**config.mk**
```make
export PLATFORM = sky130hd
export DESIGN_NAME = cnn_layer_accel_datain_arb
export DESIGN_NICKNAME = d
export VERILOG_FILES = /design/src/rtl/cnn_layer_accel_datain_arb_pkg.sv /design/src/rtl/cnn_layer_accel_rr_pick.sv /design/src/rtl/cnn_layer_accel_datain_arb.sv
export SDC_FILE = /design/constraint.sdc
export NUM_CORES = 1
export LEC_CHECK = 0
export CELL_PAD_IN_SITES_DETAIL_PLACEMENT = 1
export CELL_PAD_IN_SITES_GLOBAL_PLACEMENT = 2
export CORE_UTILIZATION = 28
export CTS_CLUSTER_DIAMETER = 50
export DETAILED_ROUTE_END_ITERATION = 7
export PLACE_DENSITY = 0.86
export SETUP_SLACK_MARGIN = 0.15
export SKIP_LAST_GASP = 1
export SLEW_MARGIN = 10
export SYNTH_ARGS = -nofsm -noshare
export SYNTH_HDL_FRONTEND = slang
export SYNTH_HIERARCHICAL = 1
export SYNTH_SLANG_ARGS = --single-unit
```
**constraint.sdc**
```tcl
create_clock -name clk -period 5.7 [get_ports clk]
set_input_delay 0.855 -clock clk [delete_from_list [all_inputs] [get_ports clk]]
set_output_delay 0.855 -clock clk [all_outputs]
set_load 0.03 [all_outputs]
```
**src/rtl/cnn_layer_accel_datain_arb_pkg.sv**
```systemverilog
// Shared definitions for the layer input-FIFO arbiter: state encodings,
// grant-type constants and width helpers.
package cnn_layer_accel_datain_arb_pkg;

  localparam logic [2:0] ST_ARB_IDLE  = 3'b001;
  localparam logic [2:0] ST_ARB_GRANT = 3'b010;
  localparam logic [2:0] ST_ARB_DRAIN = 3'b100;

  localparam logic GT_SEQ = 1'b1;
  localparam logic GT_PIX = 1'b0;

  function automatic int clog2(input int v);
    int r;
    r = 0;
    for (int x = v - 1; x > 0; x = x >> 1) r++;
    return r;
  endfunction

  // Index/counter width that never collapses to zero bits.
  function automatic int idx_w(input int v);
    return (clog2(v) < 1) ? 1 : clog2(v);
  endfunction

endpackage

```
**src/rtl/cnn_layer_accel_rr_pick.sv**
```systemverilog
// Combinational round-robin picker: first set request at or after ptr,
// searching modulo N (N need not be a power of two).
module cnn_layer_accel_rr_pick #(
  parameter int N     = 4,
  parameter int IDX_W = 2
) (
  input  logic [N-1:0]     req,
  input  logic [IDX_W-1:0] ptr,
  output logic [IDX_W-1:0] idx,
  output logic             found
);

  int cand;

  always_comb begin
    idx   = '0;
    found = 1'b0;
    cand  = 0;
    for (int k = 0; k < N; k++) begin
      cand = int'(ptr) + k;
      if (cand >= N) cand = cand - N;
      if (!found && req[cand]) begin
        found = 1'b1;
        idx   = IDX_W'(cand);
      end
    end
  end

endmodule

```
**src/rtl/cnn_layer_accel_datain_arb.sv**
```systemverilog
// Round-robin arbiter sharing one FWFT input FIFO between the octo BRAM
// controllers; sequencer loads take priority over pixel loads.
module cnn_layer_accel_datain_arb
  import cnn_layer_accel_datain_arb_pkg::*;
#(
  parameter  int C_NUM_AWE   = 4,
  parameter  int C_MAX_BURST = 256,
  localparam int IDX_W       = idx_w(C_NUM_AWE),
  localparam int BURST_W     = idx_w(C_MAX_BURST)
) (
  input  logic                 clk,
  input  logic                 rst,
  input  logic                 fifo_empty,
  output logic                 fifo_rden,
  input  logic [C_NUM_AWE-1:0] seq_req,
  input  logic [C_NUM_AWE-1:0] pix_req,
  input  logic [C_NUM_AWE-1:0] seq_datain_rdy,
  input  logic [C_NUM_AWE-1:0] pixel_datain_rdy,
  output logic [C_NUM_AWE-1:0] datain_valid,
  output logic [C_NUM_AWE-1:0] seq_datain_tag,
  output logic [C_NUM_AWE-1:0] pixel_datain_tag,
  output logic [IDX_W-1:0]     grant_id,
  output logic                 grant_active
);

  logic [2:0]         state_q, state_d;
  logic [IDX_W-1:0]   rr_ptr_q, rr_ptr_d;
  logic [IDX_W-1:0]   grant_id_q, grant_id_d;
  logic               grant_type_q, grant_type_d;
  logic [BURST_W-1:0] burst_cnt_q, burst_cnt_d;

  logic [IDX_W-1:0]     seq_idx, pix_idx;
  logic                 seq_found, pix_found;
  logic                 in_grant, req_g, rdy_g, pop, last_word;
  logic [C_NUM_AWE-1:0] onehot;

  cnn_layer_accel_rr_pick #(.N(C_NUM_AWE), .IDX_W(IDX_W)) u_pick_seq (
    .req   (seq_req),
    .ptr   (rr_ptr_q),
    .idx   (seq_idx),
    .found (seq_found)
  );

  cnn_layer_accel_rr_pick #(.N(C_NUM_AWE), .IDX_W(IDX_W)) u_pick_pix (
    .req   (pix_req),
    .ptr   (rr_ptr_q),
    .idx   (pix_idx),
    .found (pix_found)
  );

  // Output decode: only the grantee sees valid/tag, and only in GRANT.
  always_comb begin
    in_grant  = (state_q == ST_ARB_GRANT);
    req_g     = (grant_type_q == GT_SEQ) ? seq_req[grant_id_q] : pix_req[grant_id_q];
    rdy_g     = (grant_type_q == GT_SEQ) ? seq_datain_rdy[grant_id_q]
                                         : pixel_datain_rdy[grant_id_q];
    onehot    = in_grant ? (C_NUM_AWE'(1) << grant_id_q) : '0;
    pop       = in_grant & ~fifo_empty & rdy_g & ~rst;
    last_word = (burst_cnt_q == BURST_W'(C_MAX_BURST - 1));

    datain_valid     = fifo_empty ? '0 : onehot;
    seq_datain_tag   = (grant_type_q == GT_SEQ) ? onehot : '0;
    pixel_datain_tag = (grant_type_q == GT_PIX) ? onehot : '0;
    fifo_rden        = pop;
    grant_id         = grant_id_q;
    grant_active     = in_grant;
  end

  always_comb begin
    state_d      = state_q;
    rr_ptr_d     = rr_ptr_q;
    grant_id_d   = grant_id_q;
    grant_type_d = grant_type_q;
    burst_cnt_d  = burst_cnt_q;
    case (state_q)
      ST_ARB_IDLE: begin
        if (seq_found) begin
          grant_id_d   = seq_idx;
          grant_type_d = GT_SEQ;
          burst_cnt_d  = '0;
          state_d      = ST_ARB_GRANT;
        end else if (pix_found) begin
          grant_id_d   = pix_idx;
          grant_type_d = GT_PIX;
          burst_cnt_d  = '0;
          state_d      = ST_ARB_GRANT;
        end
      end
      ST_ARB_GRANT: begin
        if (pop) burst_cnt_d = burst_cnt_q + 1'b1;
        // A word popped alongside a request drop still counts; then drain.
        if (!req_g || (pop && last_word)) begin
          rr_ptr_d = (grant_id_q == IDX_W'(C_NUM_AWE - 1)) ? '0 : grant_id_q + 1'b1;
          state_d  = ST_ARB_DRAIN;
        end
      end
      ST_ARB_DRAIN: state_d = ST_ARB_IDLE;
      default:      state_d = ST_ARB_IDLE;
    endcase
  end

  always_ff @(posedge clk) begin
    if (rst) begin
      state_q      <= ST_ARB_IDLE;
      rr_ptr_q     <= '0;
      grant_id_q   <= '0;
      grant_type_q <= GT_PIX;
      burst_cnt_q  <= '0;
    end else begin
      state_q      <= state_d;
      rr_ptr_q     <= rr_ptr_d;
      grant_id_q   <= grant_id_d;
      grant_type_q <= grant_type_d;
      burst_cnt_q  <= burst_cnt_d;
    end
  end

endmodule

```
---- Word-level counts from Yosys, hierarchy flattened ----
Index checks and enable logic that the tools add are counted.
storage, ports and cells
  bits of input ports ..................... 19
  register bits ........................... 16
  output and inout bits ................... 16
operators by class
  muxes and demuxes ....................... 71
  reduce and logical (&&, ||, !) cells .... 21
  bitwise operators ....................... 5
  magnitude comparators ................... 9
  add/sub/neg operators ................... 9
  shift operators ......................... 1
  eq/ne operators ......................... 7
operator list
  kind                                                                                  count
  32-bit by 4-bit less-than comparator with 1-bit output, second input constant         4
  32-bit 2-to-1 mux                                                                     4
  32-bit by 4-bit greater-or-equal comparator with 1-bit output, second input constant  3
  32-bit by 4-bit subtractor with 32-bit output, second input constant                  3
  1-bit 2-to-1 mux                                                                      32
  1-bit binary-select mux with 2-bit select                                             12
  8-bit 2-to-1 mux                                                                      3
  2-bit 2-to-1 mux                                                                      11
  4-bit 2-to-1 mux                                                                      4
  8-bit case mux with 2 select lines                                                    1
  3-bit 2-to-1 mux                                                                      3
  8-bit by 1-bit adder with 8-bit output, second input constant                         1
  8-bit == test, second input constant                                                  1
  1-bit logical AND                                                                     7
  1-bit logical NOT                                                                     7
  2-bit by 2-bit adder with 3-bit output, second input constant                         2
  3-bit case mux with 2 select lines                                                    1
  2-bit AND reduction                                                                   3
  2-bit by 1-bit != test with 1-bit output, second input constant                       2
  2-bit nonzero test                                                                    2
  1-bit by 2-bit << shifter with 4-bit output, first input constant                     1
  2-bit by 3-bit subtractor with 4-bit output, second input constant                    1
  2-bit by 1-bit adder with 3-bit output, second input constant                         1
  1-bit AND                                                                             3
  10 further kinds                                                                      11

---- Logic depth before layout (Yosys ltp) ----
Gate-level depths: netlist of run 1.
  depth in word-level cells ............... 18
  depth in mapped cells ................... 7
  depth with buffers taken out ............ 6

---- By module ----
The synthesis of run 1 kept the hierarchy.
by module, submodules not included
  module                      cells each  area an instance (um2)  sequential area each (um2)  instances
  cnn_layer_accel_datain_arb  117         1041.0                  320.3                       1
  cnn_layer_accel_rr_pick     15          77.6                    0.0                         2

---- Least setup slack after synthesis of run 1 ----
No wires, ideal clock.
  path type ............................... input-to-output
  from .................................... input rst
  to ...................................... output fifo_rden
  required time ........................... 4.845 ns
  path buffers ............................ 2
  arrival time ............................ 2.207 ns
  stages on the path ...................... 6
  setup slack ............................. 2.638 ns
  path through ............................ or4b_1 > buf_2 > a31oi_4 > nand4_4 > clkbuf_1 > inv_1
on the way
  word-level cells in the longest chain between the ends .. 2
ends and longest elaborated chain
  what            line                              RTL
  from (decl)     cnn_layer_accel_datain_arb.sv:12  input logic rst,
  1-bit inverter  cnn_layer_accel_datain_arb.sv:58  pop = in_grant & ~fifo_empty & rdy_g & ~rst;
  1-bit AND       cnn_layer_accel_datain_arb.sv:58
  to (decl)       cnn_layer_accel_datain_arb.sv:14  output logic fifo_rden,
No other way between the ends.

---- Worst setup path in the final report of run 1 ----
Same ends and word-level chain as after synthesis.

==> flow_summary_export.csv, run 1 <==
group,metric,value,unit
synthesis,syn_avg_cell_area,8.14,sq um
clock_tree,numCtsBuffers,3,
power,power_frac_comb,37.4,%
layout,layout_common_cells,"clkdlybuf4s50_1 (34), inv_1 (18), dfxtp_1 (16)",
worst_setup_path,ff2ff_path_depth,5,
clock_tree,ctsHtreeMaxLevel,1,
power,intPower,0.000231,W
routing,vias,1184,
worst_setup_path,path_max_fanout,17,
power,p_sw,0.000129,W
power,pwr-share-seq,39.5,%
synthesis,synth_edf_count,0,
routing,drt_pass1_iterations,4,
place,gp_congestion,0.791,
timing,finalHoldViolCount,0,
worst_setup_path,r2r_slack,3.35,ns
power,power,0.000360,W
routing,ant_nets,0,
synthesis,synth_seq_area_share,26.8,%
timing,slew_violations,0,
worst_setup_path,arrival,3.41,ns
floorplan,initial_utilization,29.5,%
routing,drc_errors,0,
clock_tree,cts_hold_buffers,0,
flow_run,drv_cap,0,
place,placed_area,1580,sq um
worst_setup_path,worstSetupStartpointType,"primary input",
global_route,grt_max_degree,18,
worst_setup_path,path_class,"primary input to primary output",
global_route,grt_pass1_wl,6.05,mm
outcome,status,"finished clean",
worst_setup_path,endpoint_kind,"primary output",
min_path,hold_class,"register to register",
timing,rsz0062_at_grt,"false",
clock_tree,clock-sinks,16,
synthesis,syn-instance-count,147,
min_path,holdPathStages,2,
floorplan,die_h,67.4,um
routing,initialDrtViolationCount,51,
floorplan,die_w,67.4,um
power,swShare,35.8,%
global_route,grt_pass1_vias,1294,
clock_tree,clkTransAtPathRegs,0.06,ns
clock_tree,cts_tree,"built",
timing,tightestPinTransition,0.567,ns
timing,holdWs,0.512,ns
power,leakage,0.644,nW
layout,mostFrequentLayoutCell,"clkdlybuf4s50_1",
timing,fin_crit_sh,74.9,%
timing,fmax,0.234,GHz
routing,wirelength,3.59,mm
place,portBuffers,34,
floorplan,fp-row-count,23,
clock_tree,post-cts-setup-buffer-count,0,
floorplan,ios,35,
layout,drive_gt1_share,7.26,%
power,vdd_drop_max,0.0000974,V
clock_tree,clk_latency,0.25,ns
clock_tree,cts_resized,0,
synthesis,synthArstFlopShare,0,%
global_route,gr-total-overflow,0,
power,power_frac_clock,23.1,%
routing,detail_route.wl_per_cell,15.7,um
synthesis,synth-seq-cells,16,
layout,final_nets,205,
timing,fin_tns_setup,0,ns
synthesis,syn-num-nets,171,
timing,max-slew-margin-rel,62.1,%
floorplan,coreArea,4060,sq um
synthesis,syn_area,1200,sq um
place,dp_hpwl,2.89,mm
clock_tree,max-clock-path-buffers,2,
layout,diodes,0,
synthesis,yosys_warnings,6,
synthesis,synthFlopType,"dfxtp_1",
power,p_per_area,222,nW/um^2
layout,post-route-util,39.9,%
global_route,grt.total_usage,17.8,%
synthesis,synth_cell_types,42,
timing,setup_viol,0,
timing,period_minus_slack,4.27,ns
floorplan,die-area,4540,sq um
timing,clock_skew,0.00186,ns
clock_tree,cts_root_buf,"clkbuf_8",
worst_setup_path,crit_required,4.85,ns
global_route,antenna_found_initial,0,
layout,areaGrowthSynthToFinish,35.4,%
layout,stdcell_area,1620,sq um
routing,vias_per_cell,5.17,
sequential cells by signal (all words and copies together), names as in the netlist:
register      flops
state_q           3
grant_id          2
burst_cnt_q       8
rr_ptr_q          2
grant_type_q      1
synth_stat cells, types with 2 or more instances:
master    count  area share, %
a221o_1       2            1.7
inv_1        18            5.6
clkbuf_1      3           0.94
a21oi_1      12            5.0
nand3_1       9            3.8
o21ai_0       8            3.3
mux4_2        2            3.8
and2_1        5            2.6
nor3b_1       2            1.3
o22a_1        2            1.5
inv_2         2           0.63
nor2_1        8            2.5
ha_1          5            5.2
o221ai_1      2            1.5
a211oi_1      2            1.3
nand2b_1      5            2.6
nor2b_1       3            1.6
o31ai_1       3            1.9
dfxtp_1      16             27
and3_1        9            4.7
buf_2         2           0.84
mux2i_1       7            5.9
power by group through the flow:
stage	combinational [W]	clock, W	sequential (W)
5_1_grt	0.000149	0.0000901	0.000145
2_1_floorplan	0.0000901	0	0.000138
3_5_place_dp	0.000136	0	0.000145
3_3_place_gp	0.000132	0	0.000144
4_1_cts	0.000137	0.0000854	0.000143
6_report	0.000135	0.0000831	0.000142
layer usage:
layer | track usage, % | wire length (um) | up-vias
li1 | - | - | 595
met5 | 0 | 0 | -
met2 | 33.8 | 1810 | 27
met1 | 20.5 | 1590 | 558
met4 | 2.39 | 14 | 0
met3 | 3.89 | 163 | 4
kinds of logic (layout without fill, tap and decap cells):
logic type      count (synthesis)  count (layout)  synth area share, %
flops                          16              16                 26.8
compound gates                 39              39                 22.6
buf+inv                        25              57                 8.05
fa+ha+maj                       5               5                 5.23
mux                            11              11                 11.5
simple gates                   51              51                 25.8
stage by stage:
stage | setup slack [ns] | cells
floorplan | 2.64 | 147
global placement | 1.48 | 226
detailed placement | 1.45 | 226
CTS | 1.43 | 229
global route | 1.24 | 229
finish | 1.43 | 229
critical path, cell delays in order:
cell             delay [ns]
clkdlybuf4s50_1        0.60
or4b_1                 0.70
a31oi_4                0.22
nand4_4                0.25
inv_1                  0.12
clkdlybuf4s50_1        0.67
final timing paths:
path,startpoint,endpoint
setup reg to reg,state_q[0],rr_ptr_q[0]
setup / recovery,rst,fifo_rden
hold reg to reg,burst_cnt_q[7],burst_cnt_q[7]
hold / removal,burst_cnt_q[7],burst_cnt_q[7]
final cells by class:
type                    instances  area [sq um]
repair buffers                 34           340
flip-flops and latches         16           320
clock buffers                   3          41.3
fillers                       497          2440
multi-input cells             106           779
well taps                      50          62.6
inverters                      20          75.1
(Power assumes the default switching activity.)
==> run 2: changes to the inputs <==
CORE_UTILIZATION = 26   (was 28)
PLACE_DENSITY = 0.81   (was 0.86)
clock period = 4 ns   (was 5.7 ns; I/O delays follow)
==> flow_summary_export.csv, run 2 (synthesis gave the netlist of run 1 again) <==
group,metric,value,unit
outcome,status,"finished clean",
place,gp_congestion,0.766,
timing,finalWorstSetupSlack,0.680,ns
floorplan,initial_utilization,27.3,%
timing,setup_viol,0,
timing,fin_crit_sh,83.0,%
worst_setup_path,worstSetupStartpointType,"primary input",
timing,tightestPinTransition,0.554,ns
global_route,antenna_found_initial,0,
timing,slew_violations,0,
floorplan,fp-row-count,24,
timing,rsz0062_at_grt,"false",
worst_setup_path,path_class,"primary input to primary output",
layout,layout_common_cells,"clkdlybuf4s50_1 (34), inv_1 (18), dfxtp_1 (16)",
floorplan,die_w,69.8,um
clock_tree,numCtsBuffers,3,
timing,max-slew-margin-rel,63.0,%
clock_tree,clk_latency,0.26,ns
power,vdd_drop_max,0.000122,V
clock_tree,cts_resized,0,
floorplan,die_h,69.8,um
timing,finalHoldViolCount,0,
routing,drc_errors,0,
routing,detail_route.wl_per_cell,15.6,um
clock_tree,cts_tree,"built",
worst_setup_path,worst_r2r_startpoint,"state_q[0]",
routing,drt_pass1_iterations,4,
worst_setup_path,r2r-end,"rr_ptr_q[0]",
global_route,grt_pass1_vias,1309,
clock_tree,clkTransAtPathRegs,0.06,ns
worst_setup_path,arrival,2.72,ns
timing,fmax,0.301,GHz
global_route,grt.total_usage,15.7,%
place,dp_hpwl,2.94,mm
layout,areaGrowthSynthToFinish,36.8,%
place,place_ws,0.677,ns
floorplan,die-area,4880,sq um
worst_setup_path,path_max_fanout,7,
place,placed_area,1600,sq um
clock_tree,ctsHtreeMaxLevel,1,
min_path,hold_end,"burst_cnt_q[7]",
layout,largest_reg_flops,8,
layout,mostFrequentLayoutCell,"clkdlybuf4s50_1",
floorplan,ios,35,
worst_setup_path,crit_required,3.40,ns
routing,wirelength,3.63,mm
layout,stdcell_area,1640,sq um
worst_setup_path,endpoint_kind,"primary output",
power,leakage,0.653,nW
timing,period_minus_slack,3.32,ns
worst_setup_path,r2r_slack,1.64,ns
layout,top_register,"burst_cnt_q",
clock_tree,cts_hold_buffers,0,
routing,initialDrtViolationCount,40,
layout,final_nets,207,
layout,drive_gt1_share,8.29,%
global_route,grt_pass1_wl,6.13,mm
worst_setup_path,ff2ff_path_depth,6,
min_path,hold_class,"register to register",
global_route,grt_max_degree,17,
routing,ant_nets,0,
min_path,holdPathStages,2,
clock_tree,cts_root_buf,"clkbuf_8",
global_route,gr-total-overflow,0,
clock_tree,post-cts-setup-buffer-count,0,
power,p_per_area,319,nW/um^2
timing,clock_skew,0.00535,ns
flow_run,drv_cap,0,
place,portBuffers,34,
routing,vias,1198,
min_path,worstHoldStart,"burst_cnt_q[7]",
layout,largestRegisters,"burst_cnt_q: 8 flops, state_q: 3 flops",
layout,diodes,0,
clock_tree,clock-sinks,16,
timing,fin_tns_setup,0,ns
floorplan,coreArea,4380,sq um
routing,vias_per_cell,5.14,
clock_tree,max-clock-path-buffers,2,
run 2: changes by cell type in the layout (fill, tap and decap cells not counted), sizes merged:
cell	before	now
buf	0	2
run 2: how the worst max path moves through the flow:
stage / start / end / cells after the start
6_report: rst / fifo_rden / 6
5_1_grt: rst / fifo_rden / 6
4_1_cts: rst / fifo_rden / 6
3_5_place_dp: rst / fifo_rden / 6
3_3_place_gp: rst / fifo_rden / 6
2_1_floorplan: rst / fifo_rden / 6
run 2: layout make-up:
class / instances / area [sq um]
inverter: 20 / 75.1
fill: 528 / 2750
multi-input combinational: 106 / 779
tap: 52 / 65.1
sequential: 16 / 320
clock buffer: 3 / 41.3
timing repair buffer: 36 / 355
run 2: stage by stage:
step | utilization (%) | instances | total power, W | hold WS (ns)
detailed placement | 36.4 | 230 | 0.000401 | 0.502
global placement | 36.4 | 230 | 0.000393 | 0.482
CTS | 37.3 | 233 | 0.000530 | 0.511
finish | 37.3 | 233 | 0.000522 | 0.505
global route | 37.3 | 233 | 0.000554 | 0.529
floorplan | - | 147 | 0.000326 | 0.455
run 2: report_power, final:
| part | total [W] | switching (W) | leakage (nW) | internal [W] |
|---|---|---|---|---|
| Combinational | 0.000193 | 0.000102 | 0.501 | 0.0000907 |
| Sequential | 0.000202 | 0.0000293 | 0.130 | 0.000173 |
| Clock | 0.000127 | 0.0000600 | 0.0216 | 0.0000670 |
run 2: worst max-delay path, cell delays in order:
cell and delay [ns]:
clkdlybuf4s50_1 0.41, or4b_1 0.62, a31oi_4 0.22, nand4_4 0.12, inv_1 0.08, clkdlybuf4s50_1 0.66
run 2: per-layer routing:
metal  share of wire (%)  vias to the layer above  GRT usage [%]
met5                   0                        -              0
met1                  44                      579           19.3
met4                 1.4                        0           5.33
li1                    -                      601              -
met2                  53                       13           28.6
met3                 1.5                        5           1.31
